<file path="config.mk">
export PLATFORM = sky130hd
export DESIGN_NAME = hd_dma_arbiter_flat
export DESIGN_NICKNAME = d
export VERILOG_FILES = /design/src/rtl/hd_dma_arbiter_if.sv /design/src/rtl/hd_dma_arbiter.sv /design/src/flat_wrapper.sv
export SDC_FILE = /design/constraint.sdc
export NUM_CORES = 1
export LEC_CHECK = 0
export CAP_MARGIN = 40
export CELL_PAD_IN_SITES_DETAIL_PLACEMENT = 0
export CELL_PAD_IN_SITES_GLOBAL_PLACEMENT = 1
export CORE_MARGIN = 2
export CORE_UTILIZATION = 28
export CTS_CLUSTER_DIAMETER = 100
export DETAILED_ROUTE_END_ITERATION = 10
export GPL_ROUTABILITY_DRIVEN = 1
export PLACE_DENSITY_LB_ADDON = 0.1
export SYNTH_ARGS = -nofsm -noshare
export SYNTH_HDL_FRONTEND = slang
export SYNTH_SLANG_ARGS = --single-unit
</file>
<file path="constraint.sdc">
create_clock -name clock -period 2.1 [get_ports clock]
set_input_delay 0.21 -clock clock [delete_from_list [all_inputs] [get_ports clock]]
set_output_delay 0.21 -clock clock [all_outputs]
set_load 0.1 [all_outputs]
</file>
<file path="src/rtl/hd_dma_arbiter_if.sv">
// Bus bundle for the HD/IM DMA arbiter: CPU request port, DMA control,
// IM write port and HD memory port.
interface hd_dma_arbiter_if #(
   parameter int HD_AW = 12,
   parameter int IM_AW = 10,
   parameter int DW    = 32
);
   logic             cpu_req;
   logic             cpu_we;
   logic [HD_AW-1:0] cpu_addr;
   logic [DW-1:0]    cpu_wdata;
   logic [DW-1:0]    cpu_rdata;
   logic             cpu_ack;

   logic             dma_start;
   logic [HD_AW-1:0] dma_src;
   logic [IM_AW-1:0] dma_dst;
   logic [IM_AW-1:0] dma_len;
   logic             dma_busy;
   logic             dma_done;

   logic             im_we;
   logic [IM_AW-1:0] im_addr;
   logic [DW-1:0]    im_wdata;

   logic [HD_AW-1:0] HDaddress;
   logic [DW-1:0]    HDoutdata;
   logic             HDwe;
   logic [DW-1:0]    HDIndata;

   // requester / memory side
   modport master (
      output cpu_req, cpu_we, cpu_addr, cpu_wdata,
      output dma_start, dma_src, dma_dst, dma_len,
      output HDIndata,
      input  cpu_rdata, cpu_ack, dma_busy, dma_done,
      input  im_we, im_addr, im_wdata,
      input  HDaddress, HDoutdata, HDwe
   );

   // arbiter side
   modport slave (
      input  cpu_req, cpu_we, cpu_addr, cpu_wdata,
      input  dma_start, dma_src, dma_dst, dma_len,
      input  HDIndata,
      output cpu_rdata, cpu_ack, dma_busy, dma_done,
      output im_we, im_addr, im_wdata,
      output HDaddress, HDoutdata, HDwe
   );
endinterface

</file>
<file path="src/rtl/hd_dma_arbiter.sv">
// Shares the single HD memory port between CPU accesses and an HD-to-IM
// block-copy engine, with 1-bit round-robin arbitration.
//
// state    | meaning
// IDLE     | arbitrate; latch the granted request onto the HD port
// CPU_ACC  | HD port carries the CPU address / write strobe
// CPU_DATA | HD read data returns; captured into cpu_rdata
// DMA_ACC  | HD port carries src+i (read)
// DMA_DATA | HD read data forwarded to IM at dst+i
module hd_dma_arbiter #(
   parameter int HD_AW = 12,
   parameter int IM_AW = 10,
   parameter int DW    = 32
) (
   input logic               clock,
   input logic               resetCPU,
   hd_dma_arbiter_if.slave   bus
);

   typedef enum logic [2:0] {
      IDLE,
      CPU_ACC,
      CPU_DATA,
      DMA_ACC,
      DMA_DATA
   } state_t;

   localparam logic [IM_AW-1:0] ONE_IM = 1;

   state_t           state;
   state_t           state_nxt;
   logic [HD_AW-1:0] src_q;
   logic [IM_AW-1:0] dst_q;
   logic [IM_AW-1:0] len_q;
   logic [IM_AW-1:0] idx_q;
   logic [IM_AW-1:0] idx_inc;
   logic             we_q;
   logic             favour_dma;
   logic             cpu_pend;
   logic             dma_pend;
   logic             grant_cpu;
   logic             grant_dma;
   logic             last_word;
   logic [DW-1:0]    hd_q;

   assign hd_q      = bus.HDIndata;
   assign idx_inc   = idx_q + ONE_IM;
   assign last_word = (idx_inc == len_q);

   always_comb begin
      state_nxt    = state;
      grant_cpu    = 1'b0;
      grant_dma    = 1'b0;
      bus.im_we    = 1'b0;
      bus.im_addr  = '0;
      bus.im_wdata = '0;
      // an acked request is complete even if cpu_req is still high
      cpu_pend     = bus.cpu_req && !bus.cpu_ack;
      dma_pend     = bus.dma_busy;

      case (state)
         IDLE: begin
            if (cpu_pend && (!dma_pend || !favour_dma)) begin
               grant_cpu = 1'b1;
               state_nxt = CPU_ACC;
            end else if (dma_pend) begin
               grant_dma = 1'b1;
               state_nxt = DMA_ACC;
            end
         end
         CPU_ACC:  state_nxt = CPU_DATA;
         CPU_DATA: state_nxt = IDLE;
         DMA_ACC:  state_nxt = DMA_DATA;
         DMA_DATA: begin
            bus.im_we    = 1'b1;
            bus.im_addr  = dst_q + idx_q;
            bus.im_wdata = hd_q;
            state_nxt    = IDLE;
         end
         default:  state_nxt = IDLE;
      endcase
   end

   always_ff @(posedge clock) begin
      if (!resetCPU) begin
         state         <= IDLE;
         favour_dma    <= 1'b0;
         we_q          <= 1'b0;
         src_q         <= '0;
         dst_q         <= '0;
         len_q         <= '0;
         idx_q         <= '0;
         bus.cpu_rdata <= '0;
         bus.cpu_ack   <= 1'b0;
         bus.dma_busy  <= 1'b0;
         bus.dma_done  <= 1'b0;
         bus.HDaddress <= '0;
         bus.HDoutdata <= '0;
         bus.HDwe      <= 1'b0;
      end else begin
         state        <= state_nxt;
         bus.cpu_ack  <= 1'b0;
         bus.dma_done <= 1'b0;
         bus.HDwe     <= 1'b0;

         if (grant_cpu) begin
            bus.HDaddress <= bus.cpu_addr;
            bus.HDoutdata <= bus.cpu_wdata;
            bus.HDwe      <= bus.cpu_we;
            we_q          <= bus.cpu_we;
            favour_dma    <= 1'b1;
         end

         if (grant_dma) begin
            bus.HDaddress <= src_q + HD_AW'(idx_q);
            favour_dma    <= 1'b0;
         end

         if (state == CPU_DATA) begin
            bus.cpu_ack <= 1'b1;
            if (!we_q) bus.cpu_rdata <= hd_q;
         end

         if (state == DMA_DATA) begin
            idx_q <= idx_inc;
            if (last_word) begin
               bus.dma_busy <= 1'b0;
               bus.dma_done <= 1'b1;
            end
         end

         // busy is clear on the completion cycle, so a restart is taken there
         if (bus.dma_start && !bus.dma_busy) begin
            if (bus.dma_len != '0) begin
               src_q        <= bus.dma_src;
               dst_q        <= bus.dma_dst;
               len_q        <= bus.dma_len;
               idx_q        <= '0;
               bus.dma_busy <= 1'b1;
            end else begin
               bus.dma_done <= 1'b1;
            end
         end
      end
   end

endmodule

</file>
<file path="src/flat_wrapper.sv">
// flat-port wrapper written by rule: the top's interface ports become plain ports
module hd_dma_arbiter_flat 
#(
   parameter int HD_AW = 12,
   parameter int IM_AW = 10,
   parameter int DW    = 32
)
  (clock, resetCPU, bus_cpu_req, bus_cpu_we, bus_cpu_addr, bus_cpu_wdata, bus_dma_start, bus_dma_src, bus_dma_dst, bus_dma_len, bus_HDIndata, bus_cpu_rdata, bus_cpu_ack, bus_dma_busy, bus_dma_done, bus_im_we, bus_im_addr, bus_im_wdata, bus_HDaddress, bus_HDoutdata, bus_HDwe);
  hd_dma_arbiter_if #(.HD_AW(HD_AW), .IM_AW(IM_AW), .DW(DW)) bus_i ();
  input logic clock;
  input logic resetCPU;
  input wire logic [$bits(bus_i.cpu_req)-1:0] bus_cpu_req;
  input wire logic [$bits(bus_i.cpu_we)-1:0] bus_cpu_we;
  input wire logic [$bits(bus_i.cpu_addr)-1:0] bus_cpu_addr;
  input wire logic [$bits(bus_i.cpu_wdata)-1:0] bus_cpu_wdata;
  input wire logic [$bits(bus_i.dma_start)-1:0] bus_dma_start;
  input wire logic [$bits(bus_i.dma_src)-1:0] bus_dma_src;
  input wire logic [$bits(bus_i.dma_dst)-1:0] bus_dma_dst;
  input wire logic [$bits(bus_i.dma_len)-1:0] bus_dma_len;
  input wire logic [$bits(bus_i.HDIndata)-1:0] bus_HDIndata;
  output wire logic [$bits(bus_i.cpu_rdata)-1:0] bus_cpu_rdata;
  output wire logic [$bits(bus_i.cpu_ack)-1:0] bus_cpu_ack;
  output wire logic [$bits(bus_i.dma_busy)-1:0] bus_dma_busy;
  output wire logic [$bits(bus_i.dma_done)-1:0] bus_dma_done;
  output wire logic [$bits(bus_i.im_we)-1:0] bus_im_we;
  output wire logic [$bits(bus_i.im_addr)-1:0] bus_im_addr;
  output wire logic [$bits(bus_i.im_wdata)-1:0] bus_im_wdata;
  output wire logic [$bits(bus_i.HDaddress)-1:0] bus_HDaddress;
  output wire logic [$bits(bus_i.HDoutdata)-1:0] bus_HDoutdata;
  output wire logic [$bits(bus_i.HDwe)-1:0] bus_HDwe;
  assign bus_i.cpu_req = bus_cpu_req;
  assign bus_i.cpu_we = bus_cpu_we;
  assign bus_i.cpu_addr = bus_cpu_addr;
  assign bus_i.cpu_wdata = bus_cpu_wdata;
  assign bus_i.dma_start = bus_dma_start;
  assign bus_i.dma_src = bus_dma_src;
  assign bus_i.dma_dst = bus_dma_dst;
  assign bus_i.dma_len = bus_dma_len;
  assign bus_i.HDIndata = bus_HDIndata;
  assign bus_cpu_rdata = bus_i.cpu_rdata;
  assign bus_cpu_ack = bus_i.cpu_ack;
  assign bus_dma_busy = bus_i.dma_busy;
  assign bus_dma_done = bus_i.dma_done;
  assign bus_im_we = bus_i.im_we;
  assign bus_im_addr = bus_i.im_addr;
  assign bus_im_wdata = bus_i.im_wdata;
  assign bus_HDaddress = bus_i.HDaddress;
  assign bus_HDoutdata = bus_i.HDoutdata;
  assign bus_HDwe = bus_i.HDwe;
  hd_dma_arbiter #(.HD_AW(HD_AW), .IM_AW(IM_AW), .DW(DW)) u_core (.clock(clock), .resetCPU(resetCPU), .bus(bus_i));
endmodule
</file>
==> results of run 1 <==
kinds of logic after synthesis:
logic type | after synthesis | synth area share [%]
flops | 127 | 41.3
simple gates | 333 | 24.5
buf+inv | 56 | 3.80
fa+ha+maj | 22 | 4.72
mux | 2 | 0.346
compound gates | 186 | 21.1
xor+xnor | 30 | 4.27
final cells by class:
type	instances	area, sq um
Sequential cell	127	2560
Multi-Input combinational cell	573	3660
Inverter	5	20.0
Clock buffer	17	425
Timing Repair Buffer	323	3280
Tap cell	280	350
Clock inverter	15	193
Fill cell	2148	11200
worst max-delay path, stage by stage (launching register included):
cell	delay, ns
dfxtp_4	0.36
ha_4	0.13
inv_2	0.04
fa_2	0.34
nor2b_2	0.14
o21ai_1	0.07
nand2b_1	0.14
buf_4	0.14
a311oi_2	0.08
xor2_1	0.18
nor2_2	0.16
buf_12	0.19
metal layers:
layer  track usage (%)  wire length, um
met4              4.67              266
met3              5.72             1350
met1              22.8             9580
met2              30.1             9870
met5                 0                0
power groups by stage:
stage	clock, mW	combinational (mW)	sequential [mW]
floorplan	0	0.506	3.57
global placement	0	2.03	2.73
finish	3.19	2.04	2.68
global route	3.39	2.15	2.70
detailed placement	0	2.04	2.73
CTS	3.27	2.05	2.68
worst min path at each step:
stage | start | endpoint | slack, ns | cells past startpoint
detailed placement | u_core.bus.cpu_rdata[30] | u_core.bus.cpu_rdata[30] | 0.46 | 2
global placement | u_core.bus.HDoutdata[22] | u_core.bus.HDoutdata[22] | 0.45 | 2
finish | resetCPU | u_core.bus.cpu_rdata[3] | 0.16 | 2
floorplan | bus_dma_dst[9] | u_core.dst_q[9] | 0.34 | 2
global route | resetCPU | u_core.bus.cpu_rdata[8] | 0.15 | 2
CTS | resetCPU | u_core.bus.cpu_rdata[3] | 0.15 | 2
through the flow:
| stage | utilization (%) | hold slack (ns) |
|---|---|---|
| floorplan | - | 0.345 |
| global placement | 44.1 | 0.452 |
| detailed placement | 44.2 | 0.456 |
| CTS | 47.5 | 0.150 |
| global route | 48.3 | 0.154 |
| finish | 48.3 | 0.160 |
what timing repair did:
action                                  CTS  global route
endpoints found under the setup margin   14            19
resized for setup                        20            26
cloned                                    0             0
setup buffers                             5             6
pin swaps                                18            28
sequential cells by signal, summed over array words and instances, names as in the netlist:
register and cells:
u_core.favour_dma 1, u_core.bus.dma_busy 1, u_core.bus.HDaddress 12, u_core.bus.HDoutdata 32
u_core.len_q 10, u_core.bus.cpu_ack 1, u_core.bus.dma_done 1, u_core.state 3
u_core.dst_q 10, u_core.bus.cpu_rdata 32, u_core.bus.HDwe 1, u_core.idx_q 10
u_core.we_q 1, u_core.src_q 12
cells in the final DEF (no fill, tap or decap), types with 3 or more instances in the layout:
| master | n |
|---|---|
| a21boi_0 | 89 |
| a21boi_1 | 7 |
| a21o_1 | 4 |
| a21oi_1 | 18 |
| a21oi_2 | 5 |
| a311oi_2 | 3 |
| and2_1 | 5 |
| and3_1 | 37 |
| buf_12 | 45 |
| buf_4 | 164 |
| bufinv_16 | 3 |
| clkbuf_16 | 17 |
| clkdlybuf4s50_1 | 111 |
| dfxtp_1 | 119 |
| dfxtp_2 | 6 |
| ha_1 | 13 |
| ha_4 | 7 |
| inv_1 | 3 |
| inv_6 | 8 |
| nand2_1 | 208 |
| nand2b_1 | 5 |
| nand3_1 | 10 |
| nand3b_1 | 4 |
| nand4_1 | 3 |
| nor2_1 | 20 |
| nor2_2 | 5 |
| nor2b_1 | 10 |
| nor3_1 | 4 |
| nor3_2 | 4 |
| o21a_1 | 6 |
| o21ai_0 | 19 |
| o21ai_1 | 4 |
| o221ai_1 | 3 |
| or3_1 | 5 |
| xnor2_1 | 17 |
| xor2_1 | 10 |
==> flow_metrics.py, run 1 <==
metrics = {
    "run_status": {
        "status": "finished with violations",
        "violations": "negative setup slack",
    },
    "global_route": {
        "globalRouteTotalUtil_pct": 18.1,
        "first_global_vias": 6195,
        "gr-total-overflow": 0,
        "global_route_wire_length_before_repair_mm": 33.9,
        "grt_antenna_before_repair": 0,
        "grt_start_max_net_pins": 68,
    },
    "worst_setup_path": {
        "worstSetupEndpoint": "bus_im_addr[6]",
        "cp_data_arrival_time_ns": 2.38,
        "cp-end-kind": "output pin",
        "start_kind": "flip-flop",
        "path_max_fanout": 3,
        "critical_path.startpoint": "u_core.idx_q[0]",
        "worstRegToRegCells": 9,
        "crit_required_ns": 1.89,
        "critPathKind": "reg -> out",
        "setup.reg_to_reg.worst_slack_ns": -0.29,
        "r2r_start": "u_core.idx_q[0]",
        "worst_r2r_endpoint": "u_core.bus.dma_done",
    },
    "logic_synthesis": {
        "synth_seq_area_share_pct": 41.3,
        "postSynthRegisterBits": 127,
        "post_synthesis_average_cell_area_sq_um": 8.14,
        "netlist-cell-type-count": 57,
        "synthTopCellsByArea": "dfxtp_1 (41%), nand2_1 (13%), a21boi_0 (11%), ha_1 (4.1%), and3_1 (3.8%)",
        "synth_top_flop_cell": "dfxtp_1",
        "synth.cell_area_sq_um": 6160,
        "yosysMostFrequentCell": "nand2_1",
        "yosys_warnings": 0,
        "yosys.area.top_type": "dfxtp_1",
        "synth-edff-count": 0,
        "async_set_reset_flop_share_out_of_synthesis_pct": 0,
        "post-synth-top-area-fraction_pct": 41.3,
        "synth_cells": 756,
        "netlist_top_cells_count": "nand2_1 (208), dfxtp_1 (127), a21boi_0 (90), clkbuf_1 (38), and3_1 (37)",
        "synth_fp_nets": 891,
    },
    "sta": {
        "finalCritPeriodShare_pct": 123,
        "maxSlewHeadroom_pct": 64.7,
        "timing.final.crit_period_ns": 2.59,
        "setup_viol_count_final": 12,
        "max_freq_ghz": 0.387,
        "fin_ws_ns": -0.486,
        "finClkSkew_ns": 0.0109,
        "rsz0062_at_grt": "yes",
        "worst_slew_pin_slew_ns": 0.529,
        "hold_viol_final": 0,
        "fin_tns_setup_ns": -2.93,
        "max_slew_violation_count": 0,
    },
    "flow_run": {
        "max_cap_violations": 0,
    },
    "die": {
        "design.core.area_sq_um": 21700,
        "std_cell_rows": 54,
        "floorplan.die.width_um": 152,
        "fp.dieArea_sq_um": 23200,
        "floorplan.io_pins": 236,
        "chip_height_um": 152,
        "initial_utilization_pct": 28.4,
    },
    "placed_design": {
        "dp_hpwl_mm": 15.3,
        "port_buffers": 235,
        "place.detailed.instances": 1298,
        "detailedPlace.worstSlack_ns": -0.300,
        "routabilityCongestion": 0.773,
        "dpl-instance-area_sq_um": 9580,
    },
    "detailed_routing": {
        "detail_route.first_pass.iterations": 4,
        "drt_wl_total_mm": 21.1,
        "detail_route.iter0.violations": 230,
        "post_drt_via_cell_ratio": 4.57,
        "wl_per_instance_um": 15.7,
        "post-route-drc-count": 0,
        "vias": 6130,
        "antenna_left": 0,
    },
    "power_and_ir_drop": {
        "power.density_nw_per_um2": 754,
        "intPower_mw": 5.10,
        "seqPwrFrac_pct": 33.9,
        "static_leak_nw": 4.34,
        "totalPowerFinal_mw": 7.90,
        "worst_vdd_ir_uv": 384,
        "power.share.combinational_pct": 25.8,
        "power_dissipated_by_switching_net_loads_mw": 2.80,
        "p_clk_share_pct": 40.3,
        "switching_share_pct": 35.5,
    },
    "clock_network": {
        "cts-root-buf": "clkbuf_16",
        "cts.reportedPaths.clkPinSlew_ns": 0.07,
        "tritoncts_num_sinks": 127,
        "cts-root-to-sink-buffers": 2,
        "cts.hold.buffers_added": 0,
        "cts_inserted_buffers": 17,
        "cts_tree": "yes",
        "clock_latency_ns": 0.42,
        "h-tree-depth": 4,
    },
    "finish": {
        "layout-area-overhead-vs-synth_pct": 70.3,
        "post_route_cells_drive_above_1_share_pct": 28.5,
        "number_of_nets_in_the_final_layout": 1182,
        "post_layout_nonfiller_instances": 1340,
        "insertedDiodeCount": 0,
        "postLayoutCellArea_sq_um": 10500,
    },
    "hold_path": {
        "timing.hold.worst.class": "in -> reg",
    },
}
Note: power is estimated with default switching activity, not from simulation.
==> inputs of run 2 (changes only) <==
Settings changed: CORE_UTILIZATION 28 to 34.
Clock period 2.1 ns to 3 ns, I/O delays scaled along.
==> run 2 against run 1 <==
Net effect: the run now ends clean; cell count shrank 7.5%; total power shrank 32%; clock skew shrank 0.0015 ns; critical path depth shrank 5; utilization grew 5.3 points; critical endpoint is now bus_im_addr[8]; highest routed layer unchanged.
==> flow_metrics.py, run 2 (same netlist as run 1, synthesis figures left out) <==
metrics = {
    "sta": {
        "worst_slew_pin_slew_ns": 0.553,
        "max_freq_ghz": 0.352,
        "fin_ws_ns": 0.162,
        "fin_tns_setup_ns": 0,
        "rsz0062_at_grt": "no",
        "timing.final.crit_period_ns": 2.84,
        "finClkSkew_ns": 0.00944,
        "finalCritPeriodShare_pct": 94.6,
        "hold_viol_final": 0,
        "setup_viol_count_final": 0,
        "max_slew_violation_count": 0,
        "maxSlewHeadroom_pct": 63.1,
    },
    "die": {
        "std_cell_rows": 49,
        "initial_utilization_pct": 34.5,
        "design.core.area_sq_um": 17800,
        "floorplan.die.width_um": 139,
        "fp.dieArea_sq_um": 19200,
        "floorplan.io_pins": 236,
        "chip_height_um": 139,
    },
    "worst_setup_path": {
        "path_max_fanout": 10,
        "crit_required_ns": 2.70,
        "worstRegToRegCells": 8,
        "critPathKind": "reg -> out",
        "cp_data_arrival_time_ns": 2.54,
        "worst_r2r_endpoint": "u_core.bus.dma_done",
        "start_kind": "flip-flop",
        "r2r_start": "u_core.idx_q[0]",
        "cp-end-kind": "output pin",
        "setup.reg_to_reg.worst_slack_ns": 0.49,
        "critical_path.startpoint": "u_core.idx_q[5]",
    },
    "placed_design": {
        "dp_hpwl_mm": 13.6,
        "port_buffers": 235,
        "dpl-instance-area_sq_um": 8940,
        "routabilityCongestion": 0.771,
        "place.detailed.instances": 1205,
        "detailedPlace.worstSlack_ns": 0.315,
    },
    "detailed_routing": {
        "detail_route.first_pass.iterations": 4,
        "post_drt_via_cell_ratio": 4.78,
        "antenna_left": 0,
        "drt_wl_total_mm": 18.7,
        "post-route-drc-count": 0,
        "vias": 5927,
        "wl_per_instance_um": 15.1,
        "detail_route.iter0.violations": 282,
    },
    "clock_network": {
        "tritoncts_num_sinks": 127,
        "cts-root-buf": "clkbuf_16",
        "h-tree-depth": 4,
        "clock_latency_ns": 0.42,
        "cts-root-to-sink-buffers": 2,
        "cts.hold.buffers_added": 0,
        "cts_inserted_buffers": 17,
        "cts_tree": "yes",
        "cts.reportedPaths.clkPinSlew_ns": 0.06,
    },
    "power_and_ir_drop": {
        "power.density_nw_per_um2": 565,
        "power_dissipated_by_switching_net_loads_mw": 1.91,
        "power.share.combinational_pct": 26.4,
        "intPower_mw": 3.50,
        "static_leak_nw": 3.96,
        "p_clk_share_pct": 39.0,
        "seqPwrFrac_pct": 34.6,
        "worst_vdd_ir_uv": 412,
        "switching_share_pct": 35.3,
    },
    "finish": {
        "postLayoutCellArea_sq_um": 9570,
        "most-common-layout-cells": "nand2_1 (208), clkdlybuf4s50_1 (131), dfxtp_1 (125)",
        "register_area_sq_um": 2550,
        "post_layout_nonfiller_instances": 1239,
        "insertedDiodeCount": 0,
        "layout-area-overhead-vs-synth_pct": 55.4,
        "post_route_cells_drive_above_1_share_pct": 19.1,
        "mostFrequentLayoutCell": "nand2_1",
        "n_fill_cell": 1727,
        "multi_input_comb_area_sq_um": 3420,
        "number_of_nets_in_the_final_layout": 1132,
        "layout_top_registers": "u_core.bus.HDoutdata: 32 flops, u_core.bus.cpu_rdata: 32 flops",
    },
    "flow_run": {
        "max_cap_violations": 0,
    },
    "global_route": {
        "gr-total-overflow": 0,
        "gr-usage-met2_pct": 31.3,
        "globalRouteMet3Util_pct": 6.53,
        "globalRouteTotalUtil_pct": 19.5,
        "first_global_vias": 5713,
        "grt.met1_usage_pct": 24.6,
        "global_route_wire_length_before_repair_mm": 30.1,
        "grt_antenna_before_repair": 0,
        "grt_start_max_net_pins": 69,
        "globalRoute.busiestLayer": "met2",
    },
    "hold_path": {
        "hold_critical_path_depth": 2,
        "hold_path.startpoint": "resetCPU",
        "min_delay_worst_endpoint": "u_core.bus.cpu_rdata[3]",
        "timing.hold.worst.class": "in -> reg",
    },
    "run_status": {
        "status": "finished, final reports clean",
    },
}
-- run 2: final cells by class --
class	count	share of cell area (%)
Tap cell	229	2.99
Timing Repair Buffer	273	28.1
Multi-Input combinational cell	573	35.8
Inverter	5	0.196
Sequential cell	127	26.6
Clock inverter	15	1.83
Clock buffer	17	4.45
-- run 2: what timing repair did --
| item | 4_1_cts | 5_1_grt |
|---|---|---|
| gates resized for setup | 1 | 6 |
| gates cloned | 0 | 0 |
| setup buffers | 0 | 2 |
| pin swaps | 0 | 1 |
| setup endpoints to repair | 2 | 4 |
-- run 2: how the worst max path moves through the flow --
stage	endpoint	slack (ns)
CTS	bus_im_addr[8]	0.007
global placement	u_core.dst_q[0]	0.34
detailed placement	u_core.len_q[7]	0.32
global route	bus_im_addr[7]	0.007
finish	bus_im_addr[8]	0.16
floorplan	bus_im_addr[8]	-0.19
-- run 2: power by group through the flow --
stage	Sequential (mW)	Combinational [mW]	Clock, mW
2_1_floorplan	2.50	0.352	0
3_3_place_gp	1.91	1.36	0
3_5_place_dp	1.91	1.44	0
4_1_cts	1.88	1.44	2.17
5_1_grt	1.89	1.51	2.24
6_report	1.87	1.43	2.11
-- run 2: worst max-delay path, stage by stage (launching register included) --
cell and delay [ns]:
dfxtp_1 0.66, ha_1 0.38, and2_1 0.20, a311oi_1 0.34, nor3_1 0.11, nor3_2 0.23
buf_12 0.21
-- run 2: per-stage QoR --
stage	hold slack, ns	total power, mW	utilization, %
4_1_cts	0.404	5.49	53.5
3_5_place_dp	0.455	3.35	50.1
3_3_place_gp	0.450	3.27	48.2
5_1_grt	0.429	5.64	53.6
6_report	0.418	5.41	53.6
2_1_floorplan	0.435	2.85	-
-- run 2: routing by layer --
| metal | vias to the layer above | wire, um |
|---|---|---|
| li1 | 3069 | - |
| met1 | 2683 | 8330 |
| met2 | 159 | 8780 |
| met3 | 16 | 1360 |
| met4 | 0 | 250 |
| met5 | - | 0 |
